--- src/rtl/stack_sequencer_if.sv ---
`default_nettype none
// +----------------------------------------------------------------------+
// | Module : stack_sequencer_if                                          |
// | Brief  : Request/strobe bundle between the instruction decoder and   |
// |          the stack sequencer.                                        |
// | Rev    : 1.0  initial release                                        |
// +----------------------------------------------------------------------+
interface stack_sequencer_if #(
  parameter int DEPTH_MAX = 65536
);
  localparam int DW = $clog2(DEPTH_MAX + 1);

  logic          i_req;
  logic [1:0]    i_op;
  logic          o_busy;
  logic          o_done;
  logic          o_err;
  logic [2:0]    o_sp_ctrl;
  logic          o_mem_w;
  logic          o_mem_drive_n;
  logic [DW-1:0] o_depth;

  // Decoder side: issues requests, observes the strobes
  modport master (
    output i_req, i_op,
    input  o_busy, o_done, o_err, o_sp_ctrl, o_mem_w, o_mem_drive_n, o_depth
  );

  // Sequencer side
  modport slave (
    input  i_req, i_op,
    output o_busy, o_done, o_err, o_sp_ctrl, o_mem_w, o_mem_drive_n, o_depth
  );
endinterface
`default_nettype wire

--- src/rtl/stack_sequencer.sv ---
`default_nettype none
// +----------------------------------------------------------------------+
// | Module : stack_sequencer                                             |
// | Brief  : Control FSM for the hardware stack. Turns PUSH/POP/PEEK     |
// |          requests into SP inc/dec, memory write and bus-drive        |
// |          strobes, and tracks depth with overflow/underflow errors.   |
// | Rev    : 1.0  initial release                                       |
// +----------------------------------------------------------------------+
// o_sp_ctrl encoding: 3'b001 = SP+1, 3'b010 = SP-1, 3'b000 = hold,
// bit [2] = SP drives bus (never used by this sequencer).
module stack_sequencer #(
  parameter int DEPTH_MAX = 65536
) (
  input  wire logic          i_clock,
  input  wire logic          i_reset,
  stack_sequencer_if.slave   bus
);
  localparam int DW = $clog2(DEPTH_MAX + 1);

  localparam logic [1:0] OP_NOP  = 2'b00;
  localparam logic [1:0] OP_PUSH = 2'b01;
  localparam logic [1:0] OP_POP  = 2'b10;
  localparam logic [1:0] OP_PEEK = 2'b11;

  localparam logic [2:0] SP_HOLD = 3'b000;
  localparam logic [2:0] SP_INC  = 3'b001;
  localparam logic [2:0] SP_DEC  = 3'b010;

  typedef enum logic [2:0] {
    S_IDLE     = 3'd0,
    S_PUSH_WR  = 3'd1,
    S_PUSH_INC = 3'd2,
    S_POP_DEC  = 3'd3,
    S_POP_RD   = 3'd4,
    S_PEEK_RD  = 3'd5,
    S_DONE     = 3'd6,
    S_ERR      = 3'd7
  } state_t;

  state_t        state_q, state_d;
  logic [1:0]    op_q, op_d;
  logic [DW-1:0] depth_q, depth_d;

  logic          busy_q, busy_d;
  logic          done_q, done_d;
  logic          err_q, err_d;
  logic [2:0]    sp_ctrl_q, sp_ctrl_d;
  logic          mem_w_q, mem_w_d;
  logic          drive_n_q, drive_n_d;

  // Next state, latched op and depth; PEEK shares POP_DEC for its SP-1 step
  always_comb begin
    state_d = state_q;
    op_d    = op_q;
    depth_d = depth_q;
    case (state_q)
      S_IDLE: begin
        if (bus.i_req && (bus.i_op != OP_NOP)) begin
          op_d = bus.i_op;
          if (bus.i_op == OP_PUSH) begin
            state_d = (depth_q == DW'(DEPTH_MAX)) ? S_ERR : S_PUSH_WR;
          end else if (depth_q == '0) begin
            state_d = S_ERR;
          end else begin
            state_d = S_POP_DEC;
            if (bus.i_op == OP_POP) depth_d = depth_q - DW'(1);
          end
        end
      end
      S_PUSH_WR: begin
        state_d = S_PUSH_INC;
        depth_d = depth_q + DW'(1);
      end
      S_PUSH_INC: state_d = S_DONE;
      S_POP_DEC:  state_d = (op_q == OP_PEEK) ? S_PEEK_RD : S_POP_RD;
      S_POP_RD:   state_d = S_DONE;
      S_PEEK_RD:  state_d = S_DONE;
      S_DONE:     state_d = S_IDLE;
      S_ERR:      state_d = S_IDLE;
      default:    state_d = S_IDLE;
    endcase
  end

  // Output decode from the next state so every strobe leaves a flop
  always_comb begin
    busy_d    = (state_d != S_IDLE);
    done_d    = (state_d == S_DONE) || (state_d == S_ERR);
    err_d     = (state_d == S_ERR);
    mem_w_d   = (state_d == S_PUSH_WR);
    sp_ctrl_d = SP_HOLD;
    drive_n_d = 1'b1;
    case (state_d)
      S_PUSH_INC: sp_ctrl_d = SP_INC;
      S_POP_DEC:  sp_ctrl_d = SP_DEC;
      S_POP_RD:   drive_n_d = 1'b0;
      S_PEEK_RD:  drive_n_d = 1'b0;
      S_DONE: begin
        // Keep read data on the bus alongside o_done; PEEK restores SP here
        if (op_d != OP_PUSH) drive_n_d = 1'b0;
        if (op_d == OP_PEEK) sp_ctrl_d = SP_INC;
      end
      default: ;
    endcase
  end

  // State, depth and registered outputs; reset aborts any operation at once
  always_ff @(posedge i_clock or posedge i_reset) begin
    if (i_reset) begin
      state_q   <= S_IDLE;
      op_q      <= OP_NOP;
      depth_q   <= '0;
      busy_q    <= 1'b0;
      done_q    <= 1'b0;
      err_q     <= 1'b0;
      sp_ctrl_q <= SP_HOLD;
      mem_w_q   <= 1'b0;
      drive_n_q <= 1'b1;
    end else begin
      state_q   <= state_d;
      op_q      <= op_d;
      depth_q   <= depth_d;
      busy_q    <= busy_d;
      done_q    <= done_d;
      err_q     <= err_d;
      sp_ctrl_q <= sp_ctrl_d;
      mem_w_q   <= mem_w_d;
      drive_n_q <= drive_n_d;
    end
  end

  assign bus.o_busy        = busy_q;
  assign bus.o_done        = done_q;
  assign bus.o_err         = err_q;
  assign bus.o_sp_ctrl     = sp_ctrl_q;
  assign bus.o_mem_w       = mem_w_q;
  assign bus.o_mem_drive_n = drive_n_q;
  assign bus.o_depth       = depth_q;
endmodule
`default_nettype wire

--- src/flat_wrapper.sv ---
// flat-port wrapper written by rule: the top's interface ports become plain ports
module stack_sequencer_flat 
#(
  parameter int DEPTH_MAX = 65536
)
  (i_clock, i_reset, bus_i_req, bus_i_op, bus_o_busy, bus_o_done, bus_o_err, bus_o_sp_ctrl, bus_o_mem_w, bus_o_mem_drive_n, bus_o_depth);
  stack_sequencer_if #(.DEPTH_MAX(DEPTH_MAX)) bus_i ();
  input  wire logic i_clock;
  input  wire logic i_reset;
  input wire logic [$bits(bus_i.i_req)-1:0] bus_i_req;
  input wire logic [$bits(bus_i.i_op)-1:0] bus_i_op;
  output wire logic [$bits(bus_i.o_busy)-1:0] bus_o_busy;
  output wire logic [$bits(bus_i.o_done)-1:0] bus_o_done;
  output wire logic [$bits(bus_i.o_err)-1:0] bus_o_err;
  output wire logic [$bits(bus_i.o_sp_ctrl)-1:0] bus_o_sp_ctrl;
  output wire logic [$bits(bus_i.o_mem_w)-1:0] bus_o_mem_w;
  output wire logic [$bits(bus_i.o_mem_drive_n)-1:0] bus_o_mem_drive_n;
  output wire logic [$bits(bus_i.o_depth)-1:0] bus_o_depth;
  assign bus_i.i_req = bus_i_req;
  assign bus_i.i_op = bus_i_op;
  assign bus_o_busy = bus_i.o_busy;
  assign bus_o_done = bus_i.o_done;
  assign bus_o_err = bus_i.o_err;
  assign bus_o_sp_ctrl = bus_i.o_sp_ctrl;
  assign bus_o_mem_w = bus_i.o_mem_w;
  assign bus_o_mem_drive_n = bus_i.o_mem_drive_n;
  assign bus_o_depth = bus_i.o_depth;
  stack_sequencer #(.DEPTH_MAX(DEPTH_MAX)) u_core (.i_clock(i_clock), .i_reset(i_reset), .bus(bus_i));
endmodule
--- config.mk ---
export PLATFORM = sky130hd
export DESIGN_NAME = stack_sequencer_flat
export DESIGN_NICKNAME = d
export VERILOG_FILES = /design/src/rtl/stack_sequencer_if.sv /design/src/rtl/stack_sequencer.sv /design/src/flat_wrapper.sv
export SDC_FILE = /design/constraint.sdc
export NUM_CORES = 1
export LEC_CHECK = 0
export ABC_AREA = 1
export CAP_MARGIN = 10
export CORE_UTILIZATION = 35
export DETAILED_ROUTE_END_ITERATION = 10
export PLACE_DENSITY_LB_ADDON = 0.3
export SYNTH_ARGS = -nofsm -noshare
export SYNTH_HDL_FRONTEND = slang
export SYNTH_SLANG_ARGS = --single-unit
--- constraint.sdc ---
create_clock -name i_clock -period 3.1 [get_ports i_clock]
set_input_delay 0.31 -clock i_clock [delete_from_list [all_inputs] [get_ports i_clock]]
set_output_delay 0.31 -clock i_clock [all_outputs]
set_load 0.02 [all_outputs]
==> impl_metrics.yaml <==
finish:
  fin_util_pct: 44.8
  final_nets: 385
  syn_to_final_growth_pct: 21.2
  drive_gt1_share_pct: 9.04
  diodes: 0
synth:
  synthFlopType: "dfrtp_1"
  synth-seq-cells: 29
  yosysUniqueCellTypes: 29
  synth_seq_area_share_pct: 32.4
  synth_warnings: 0
  synth-edff-count: 0
  avgSynthCellArea_um2: 6.79
  synth_nets: 351
  synthArstFlopShare_pct: 100
  synth_cells: 330
  netlist_area_um2: 2240
clock_tree:
  clockRootBuffer: "clkbuf_8"
  cts-resized-gates: 0
  clk_latency_ns: 0.29
  clk_pin_slew_ns: 0.07
  post_cts.repair.setup_buffers: 0
  cts_sinks: 29
  cts_tree: "built"
  cts_hold_buffers: 0
  cts-htree-levels: 2
  cts_buffers: 5
  clock_path_buffers: 2
hold_path:
  hold_path.class: "input pin to async pin"
timing:
  rsz0062_at_grt: "no"
  finalSetupViolations: 0
  fin_crit_ns: 2.44
  skew_ns: 0.00430
  fin_setup_tns_ns: 0
  period_share_pct: 78.7
  timing.fmax_mhz: 410
  hold_viol_final: 0
  maxSlewViolCount: 0
power_and_ir_drop:
  leakagePower_nw: 1.48
  power_mw: 3.25
  p_per_area_nw_per_um2: 1190
  peakVddDrop_mv: 0.514
critical_path:
  worstPathArrival_ns: 2.62
  end_kind: "register"
  cp-start-kind: "register"
  crit_required_ns: 3.28
  worstSetupPathType: "register to register"
  crit_fanout: 10
route:
  wl_mm: 5.15
  vias: 2049
  route.detailed.drc: 0
  antenna_left: 0
  avgViaCountPerCell: 4.66
  firstDrtPassIters: 4
  avgRoutedWirePerCell_um: 11.7
  drt_iter0_markers: 109
global_routing:
  antenna_found_initial: 0
  grt_pass1_wl_mm: 8.49
  grt_max_degree: 30
  track_usage_pct: 17.2
  grt_pass1_vias: 1833
  grt_overflow: 0
floorplan:
  die_y_um: 82.0
  core_area_um2: 6060
  die_area_um2: 6730
  ios: 30
  num_rows: 28
  die-width_um: 82.0
  initial_core_util_pct: 37.0
run_status:
  status: "finished, final reports clean"
placed_design:
  io_buffers: 28
  globalplace.congestion: 0.876
  place_hpwl_mm: 3.87
flow_run:
  drv_cap: 0
==> stage by stage <==
| stage | cells | area, um2 | setup WS, ns | hold WS (ns) |
|---|---|---|---|---|
| 2_1_floorplan | 330 | 2240 | 0.894 | 0.387 |
| 4_1_cts | 440 | 2720 | 0.660 | 0.417 |
| 5_1_grt | 440 | 2720 | 0.398 | 0.494 |
| 3_5_place_dp | 432 | 2600 | 0.689 | 0.511 |
| 3_3_place_gp | 432 | 2600 | 0.749 | 0.502 |
| 6_report | 440 | 2720 | 0.662 | 0.400 |
==> power breakdown <==
group	total (mW)	internal, mW	switching (mW)
Sequential	0.697	0.539	0.158
Clock	0.419	0.262	0.157
Combinational	2.13	0.827	1.30
Total	3.25	1.63	1.62
==> layout make-up <==
class	count	area (um2)
well taps	75	93.8
clock buffers	7	86.3
inverters	60	230
multi-input cells	238	1250
repair buffers	30	295
flip-flops and latches	29	727
fillers	626	3340
clock inverters	1	30.0
==> state kept, by name, summed over array words and instances, names as in the netlist <==
| register | cells |
|---|---|
| u_core.bus.o_depth | 17 |
| u_core.state_q | 3 |
| u_core.bus.o_sp_ctrl | 2 |
| u_core.op_q | 2 |
| u_core.bus.o_busy | 1 |
| u_core.bus.o_done | 1 |
| u_core.bus.o_err | 1 |
| u_core.bus.o_mem_drive_n | 1 |
| u_core.bus.o_mem_w | 1 |
==> per-layer routing <==
layer	share of wire (%)	GRT usage, %	wire length [um]
met1	50	23.4	2560
met4	1.6	7.02	82
met2	44	25.8	2250
met5	0	0	0
met3	5.1	4.11	263
==> synthesized netlist by cell type, drive strengths merged, types with 3 or more instances <==
cell    number  share of area, %
o21ai       11               3.0
inv         60                10
dfrtp       28                31
buf          3               1.3
nand3       20               4.9
xnor2        3               1.2
nor3         7               2.1
ha          15               8.4
xor2         6               2.3
nand3b       7               2.3
nor2        21               4.6
a21oi       11               2.6
nand2      134                23
==> worst paths after layout <==
kind / endpoint / slack (ns) / depth (start not counted) / startpoint
worst max-delay path: u_core.bus.o_depth[14] / 0.66 / 12 / u_core.state_q[1]
worst min-delay path: u_core.bus.o_depth[3] / 0.40 / 3 / i_reset
worst max register to register: u_core.bus.o_depth[14] / 0.66 / 12 / u_core.state_q[1]
worst min register to register: u_core.op_q[1] / 0.53 / 2 / u_core.op_q[1]
max in group asynchronous: u_core.bus.o_mem_drive_n / 2.39 / 3 / i_reset
min in group i_clock: u_core.op_q[1] / 0.53 / 2 / u_core.op_q[1]
==> worst max-delay path, cell delays in order (launching register included) <==
cell and delay, ns:
dfrtp_1 0.43, nor2_2 0.18, nand2_1 0.28, buf_4 0.30
ha_1 0.35, nand2_1 0.19, inv_1 0.06, nand2_1 0.06
nand2_1 0.04, a21oi_1 0.19, nand3b_1 0.10, nand3_1 0.09
nand2_1 0.05
==> cells by family after synthesis <==
group | Yosys count | synth area share (%)
other | 1 | 0.167
buffers and inverters | 63 | 11.6
and+or+nand+nor | 190 | 37.4
adders and majority gates | 16 | 9.26
xor gates and xnor gates | 9 | 3.52
AOI/OAI and AO/OA | 22 | 5.58
DFF | 29 | 32.4
==> cell usage in the layout, fill, tap and decap left out, types with 2 or more instances in the layout <==
master and count:
nand2_1 129, inv_1 55, clkdlybuf4s50_1 28, dfrtp_1 28, nand3_1 18, nor2_1 15, ha_1 15, a21oi_1 10
nand3b_1 7, o21ai_0 7, nor3_1 6, xor2_1 6, clkbuf_8 6, nor2_2 4, inv_2 4, nand2_2 4
xnor2_1 3, o21ai_2 3, nand3_2 2, nor2_4 2, buf_4 2
(Power assumes the default switching activity.)
